<file path="src/rtl/universal_register_pkg.sv">
`default_nettype none
// ============================================================================
//  Module   : universal_register_pkg
//  Purpose  : Shared constants for the universal register: operation-select
//             width and the encoding of each operation on the mode input.
//  Revision : 1.0 - initial release
// ============================================================================
package universal_register_pkg;

  // Width of the mode operation-select field.
  localparam int MODE_W = 3;

  // Operation encodings driven on the mode input.
  localparam logic [MODE_W-1:0] MODE_HOLD = 3'd0;
  localparam logic [MODE_W-1:0] MODE_LOAD = 3'd1;
  localparam logic [MODE_W-1:0] MODE_SHL  = 3'd2;
  localparam logic [MODE_W-1:0] MODE_SHR  = 3'd3;
  localparam logic [MODE_W-1:0] MODE_ROL  = 3'd4;
  localparam logic [MODE_W-1:0] MODE_ROR  = 3'd5;
  localparam logic [MODE_W-1:0] MODE_INC  = 3'd6;
  localparam logic [MODE_W-1:0] MODE_DEC  = 3'd7;

endpackage : universal_register_pkg
`default_nettype wire

</file>
<file path="src/rtl/universal_register.sv">
`default_nettype none
// ============================================================================
//  Module   : universal_register
//  Purpose  : WIDTH-bit register with hold, parallel load, serial shift,
//             rotate, increment and decrement, selected per clock by mode.
//  Revision : 1.0 - initial release
//
//  Parameters
//    WIDTH       register width in bits (2..32)
//    RESET_VALUE value of out while rst is high (truncated to WIDTH bits)
//
//  Ports
//    clk     in   1      rising-edge clock
//    rst     in   1      asynchronous active-high reset
//    en      in   1      clock enable; 0 holds all state
//    mode    in   3      operation select (see universal_register_pkg)
//    in      in   WIDTH  parallel load data
//    ser_in  in   1      fill bit for SHL / SHR
//    out     out  WIDTH  registered contents
//    carry   out  1      registered bit shifted/rotated out, or wrap flag
//    zero    out  1      combinational, high when out == 0
//    parity  out  1      registered XOR of out (only with the macro below)
//
//  Build option
//    UNIVERSAL_REGISTER_PARITY_EN  adds the registered parity output.
// ============================================================================
module universal_register
  import universal_register_pkg::*;
#(
  parameter int          WIDTH       = 4,
  parameter logic [31:0] RESET_VALUE = 32'd0
) (
  input  logic              clk,
  input  logic              rst,
  input  logic              en,
  input  logic [MODE_W-1:0] mode,
  input  logic [WIDTH-1:0]  in,
  input  logic              ser_in,
  output logic [WIDTH-1:0]  out,
  output logic              carry,
  output logic              zero
`ifdef UNIVERSAL_REGISTER_PARITY_EN
  ,output logic             parity
`endif
);

  localparam logic [WIDTH-1:0] C_RESET = RESET_VALUE[WIDTH-1:0];
  localparam logic [WIDTH-1:0] C_ONE   = {{(WIDTH-1){1'b0}}, 1'b1};

  logic [WIDTH-1:0] r_out;
  logic             r_carry;
  logic [WIDTH-1:0] w_next_out;
  logic             w_next_carry;

  // Next-state mux. Defaults hold, which also covers en=0 and MODE_HOLD.
  always_comb begin
    w_next_out   = r_out;
    w_next_carry = r_carry;
    if (en) begin
      case (mode)
        MODE_LOAD: begin
          w_next_out   = in;
          w_next_carry = 1'b0;
        end
        MODE_SHL: begin
          w_next_out   = {r_out[WIDTH-2:0], ser_in};
          w_next_carry = r_out[WIDTH-1];
        end
        MODE_SHR: begin
          w_next_out   = {ser_in, r_out[WIDTH-1:1]};
          w_next_carry = r_out[0];
        end
        MODE_ROL: begin
          w_next_out   = {r_out[WIDTH-2:0], r_out[WIDTH-1]};
          w_next_carry = r_out[WIDTH-1];
        end
        MODE_ROR: begin
          w_next_out   = {r_out[0], r_out[WIDTH-1:1]};
          w_next_carry = r_out[0];
        end
        // Wrap flags come from the old value: all ones before INC, zero before DEC.
        MODE_INC: begin
          w_next_out   = r_out + C_ONE;
          w_next_carry = &r_out;
        end
        MODE_DEC: begin
          w_next_out   = r_out - C_ONE;
          w_next_carry = ~|r_out;
        end
        default: begin
          w_next_out   = r_out;
          w_next_carry = r_carry;
        end
      endcase
    end
  end

  always_ff @(posedge clk or posedge rst) begin
    if (rst) begin
      r_out   <= C_RESET;
      r_carry <= 1'b0;
    end else begin
      r_out   <= w_next_out;
      r_carry <= w_next_carry;
    end
  end

`ifdef UNIVERSAL_REGISTER_PARITY_EN
  // Parity is taken from the next value so it lines up with out on the same edge.
  logic r_parity;

  always_ff @(posedge clk or posedge rst) begin
    if (rst) begin
      r_parity <= ^C_RESET;
    end else begin
      r_parity <= ^w_next_out;
    end
  end

  assign parity = r_parity;
`endif

  assign out   = r_out;
  assign carry = r_carry;
  assign zero  = ~|r_out;

endmodule : universal_register
`default_nettype wire
</file>
<file path="config.mk">
export PLATFORM = sky130hd
export DESIGN_NAME = universal_register
export DESIGN_NICKNAME = d
export VERILOG_FILES = /design/src/rtl/universal_register_pkg.sv /design/src/rtl/universal_register.sv
export SDC_FILE = /design/constraint.sdc
export NUM_CORES = 1
export LEC_CHECK = 0
export CAP_MARGIN = 20
export CORE_AREA = 2 2 39 41
export DETAILED_ROUTE_END_ITERATION = 7
export DIE_AREA = 0 0 41 43
export HOLD_SLACK_MARGIN = 0.05
export PLACE_DENSITY = 0.7
export SYNTH_ARGS = -nofsm -noshare
export SYNTH_HDL_FRONTEND = slang
export SYNTH_SLANG_ARGS = --single-unit
</file>
<file path="constraint.sdc">
create_clock -name clk -period 1.7 [get_ports clk]
set_input_delay 0.51 -clock clk [delete_from_list [all_inputs] [get_ports clk]]
set_output_delay 0.51 -clock clk [all_outputs]
set_load 0.1 [all_outputs]
</file>
### Word level (Yosys, flattened, before mapping)

Index checks and enable logic that the tools add are counted.

| storage, ports and cells | value |
|---|---|
| bits in registers | 5 |
| output and inout bits | 6 |
| word-level logic and storage cells | 22 |

| operators by class | value |
|---|---|
| add/sub/neg operators | 2 |
| equal/unequal tests | 7 |
| mux-type cells | 2 |
| reductions and logical operators | 9 |

Operator list:

| operator | number |
|---|---|
| one-hot mux 4 bit (7 select lines) | 1 |
| == test 3 bit, second input constant | 4 |
| nonzero test 7 bit | 1 |
| == test 3 x 2 -> 1 bit, second input constant | 2 |
| one-hot mux 1 bit (5 select lines) | 1 |
| nonzero test 5 bit | 1 |
| adder 4 x 1 -> 4 bit, second input constant | 1 |
| AND reduction 2 bit | 2 |
| AND reduction 4 bit | 1 |
| OR reduction 2 bit | 2 |
| OR reduction 4 bit | 1 |
| subtractor 4 x 1 -> 4 bit, second input constant | 1 |
| == test 3 x 1 -> 1 bit, second input constant | 1 |
| logical NOT 1 bit | 1 |

### Depth between registers and ports, before layout

| logic depth | value |
|---|---|
| depth in word-level cells | 4 |
| gate-level depth with buffers | 7 |
| depth with buffers taken out | 6 |

### Least setup slack after synthesis

Ideal clock, no wire load.

| path | value |
|---|---|
| kind | flip-flop to output port |
| start point | reg r_out[1] (netlist: out[1]) |
| end point | out zero |
| arrival time | 2.838 ns |
| required time | 1.190 ns |
| setup slack | -1.648 ns |
| cell stages (with the launch flop) | 3 |
| cells stage by stage | dfrtp_1 > buf_2 > nor4_2 |

| on the way | value |
|---|---|
| cells in the longest elaborated chain, start to end | 2 |

Ends and longest elaborated chain:

| element | RTL line | RTL |
|---|---|---|
| from (decl) | universal_register.sv:50 | `logic [WIDTH-1:0] r_out;` |
| from (signal assigned) | universal_register.sv:103 | `r_out <= w_next_out;` |
| OR reduction 4 bit | universal_register.sv:125 | `assign zero = ~\|r_out;` |
| logical NOT 1 bit | universal_register.sv:125 |  |
| to (decl) | universal_register.sv:41 | `output logic zero` |

Every way passes these cells.

### Worst setup path in the final report

| path | value |
|---|---|
| start point | reg r_out[0] (netlist: out[0]) |
| end point | out zero |

Same word-level chain as after synthesis.

==> metrics.md <==
| Metric | Value |
|---|---|
| Asr flop ratio synth | 100% |
| Rel. slew slack | 69.5% |
| Rows | 14 |
| Crit path DAT | 1290 ps |
| Area Overhead vs Synth | 67.2% |
| Fmax | 557 MHz |
| Pwr dens | 1080 mW/mm^2 |
| Top cells by area, synth | dfrtp_1 (24%), mux2i_1 (5.7%), o31ai_4 (4.1%) |
| Post-DRT Antenna Nets | 0 |
| Post-synthesis cell count | 60 |
| Status | finished, violations left |
| DRC violations left | 0 |
| CP startpoint | out[0] |
| Via density | 5.74 |
| Synth Cell Area | 523 um^2 |
| Dpl ws | -401 ps |
| Static leakage | 0.359 nW |
| Synth Area per Inst | 8.72 um^2 |
| Endpoints failing setup | 1 |
| Final min period | around 1800 ps |
| Violated checks | negative setup slack |
| Antenna Cells | 0 |
| Core region area | 0.00138 mm^2 |
| Worst Hold Margin | about 480 ps |
| VDD IR max | about 380 uV |
| First-pass GRT wire length | ~2300 um |
| RSZ-0062 raised after global routing | yes |
| Worst Setup End Kind | output pin |
| DRT Wirelength | 1380 um |
| Largest net degree at the start of global routing | 15 |
| Count of input and output buffers | 16 |
| Reg area | 138 um^2 |
| CTS Sinks | 5 |
| Clk slew on worst S/H paths | 40 ps |
| Final setup margin | -96.8 ps |
| Later-pin clock latency in the skew report | 240 ps |
| Post-synth top area cell | dfrtp_1 |
| FF+latch count, synth | 5 |
| Synth Net Count | 72 |
| Req. time, crit path | approximately 1200 ps |
| Die Width | around 41 um |
| Netlist cell types | 36 |
| Max FO, Critical Path | 2 |
| CTS root buf | clkbuf_4 |
| RR Startpoint | out[1] |
| Cts bufs inserted | 3 |
| Crit start category | flip-flop |
| Synth Flop Type | dfrtp_1 |
| Die span in y | 43 um |
| Layout cell share with drive strength beyond 1 | 36.0% |
| Kind of critical path | reg -> out |
| Starting DRT DRC Count | 5 |
| EDFF count, synth | 0 |
| Hold WC Path Type | in -> async |
| CTS Buffer Depth | 2 |
| Fin util | 63.2% |
| Yosys warnings | 0 |
| Die ar. | 0.00176 mm^2 |
| CTS Hold Buffers Added | 0 |
| TritonRoute pass-1 iters | 3 |
| Worst Skew | 2.47 ps |
| Routability cong. | 0.857 |
| Final Max Slew Viols | 0 |
| CTS HTree Levels | 1 |
| Yosys top cell area share | between 20% and 30% |
| Slew at the pin with the worst max-slew slack | 452 ps |
| Top Ports | 17 |
| Sequential fraction of the synthesis area | a little under a quarter |
| DR vias | around 590 |
| Fillers | 128 |
| Total grt overflow | 0 |
| Initial antenna violation count | 0 |
| Nets@finish | 99 |
| Global-route usage over all layers | 19.6% |
| Area occupied by multi-input gates | 377 um^2 |
| Fin crit share | 106% |
| Drt wl/cell | 13.5 um |
| Starting density of the core | a little under two fifths |
| Dpl hpwl | 1050 um |
| Max_cap viols | 0 |
| Final hold violations | 0 |
| CTS tree | done |
| Number of global-route vias before repair | about 590 |
[critical path, stage by stage (launching register included)]
cell     delay [ps]
dfrtp_4         480
nor4_4          350
buf_12          220
[Yosys cell counts (all sizes together) (2+ instances only)]
master / count
clkbuf: 2
nor2: 5
nor4b: 2
mux2i: 3
nor2b: 2
o21bai: 2
o32ai: 2
dfrtp: 5
o31ai: 3
nand2b: 3
inv: 2
buf: 4
nand2: 5
o21ai: 2
[worst paths after layout]
check / endpoint / slack (ps) / depth (start not counted)
max: zero / -100 / 2
min in group clk: carry / 590 / 1
max reg2reg: out[2] / 100 / 6
min: out[2] / 480 / 2
min reg2reg: carry / 590 / 1
max in group asynchronous: out[0] / 1030 / 2
[where the power goes]
group	leakage, nW	switching, W	internal (W)
Sequential	0.0581	0.0000351	0.000153
Combinational	0.286	0.000371	0.000248
Clock	0.0150	0.0000461	0.0000886
[sequential cells by signal, indices dropped and copies added (netlist names)]
signal  cells
carry       1
out         4
[final cells by class]
cell class                 instances  area share, %
inverter                           2          0.858
timing repair buffer              28           35.1
tap                               16           2.29
multi-input combinational         47           43.1
sequential                         5           15.7
clock buffer                       4           3.00
[routing by layer]
metal / global-route usage, % / wire length [um] / up-vias
li1: - / - / 282
met3: 1.57 / 31 / 6
met2: 30.6 / 730 / 15
met5: 0 / 0 / -
met1: 23.3 / 568 / 282
met4: 14.7 / 51 / 0
[repair_timing]
action / in CTS / in global routing
gates resized for setup: 6 / 0
endpoints found under the hold margin: 0 / 0
pin swaps: 2 / 1
cloned: 0 / 0
buffers inserted: 2 / 1
setup endpoints to repair: 5 / 1
[through the flow]
step,power [W],instance area [um^2],setup TNS [ps],instances
after CTS,0.000940,867,-98.1,101
after detailed placement,0.000779,813,-1580,95
after floorplan,0.000573,562,-1440,60
after global placement,0.000771,813,-1400,95
after global routing,0.000985,875,-129,102
final,0.000943,875,-96.8,102
[cell families (layout without fill, tap and decap cells)]
kind of cell,Yosys count,in the layout,share of synthesized area [%]
muxes,3,3,5.74
AOI/OAI and AO/OA,19,19,31.6
DFF,5,5,23.9
buffers and inverters,8,34,8.85
and+or+nand+nor,22,22,24.2
xor gates and xnor gates,2,2,3.35
adders and majority gates,1,1,2.39
[cell usage in the layout (no fill, tap or decap), drive strengths merged]
| cell | n |
|---|---|
| inv | 2 |
| nor4b | 2 |
| o21ai | 2 |
| nand3 | 1 |
| a211oi | 1 |
| o221ai | 1 |
| o2bb2ai | 1 |
| nor2b | 2 |
| nand2b | 3 |
| o21bai | 2 |
| o31ai | 3 |
| nor4 | 1 |
| clkdlybuf4s50 | 7 |
| mux2i | 3 |
| nand4b | 1 |
| a211o | 1 |
| nand2 | 5 |
| ha | 1 |
| a21oi | 1 |
| a221o | 1 |
| nor2 | 5 |
| nor3 | 1 |
| buf | 18 |
| dfrtp | 5 |
| o41ai | 1 |
| a221oi | 1 |
| and4 | 1 |
| clkbuf | 4 |
| a311oi | 1 |
| a31oi | 1 |
| dlygate4sd2 | 3 |
| o32ai | 2 |
| xnor2 | 1 |
| xor2 | 1 |
Note: power is estimated with default switching activity, not from simulation.
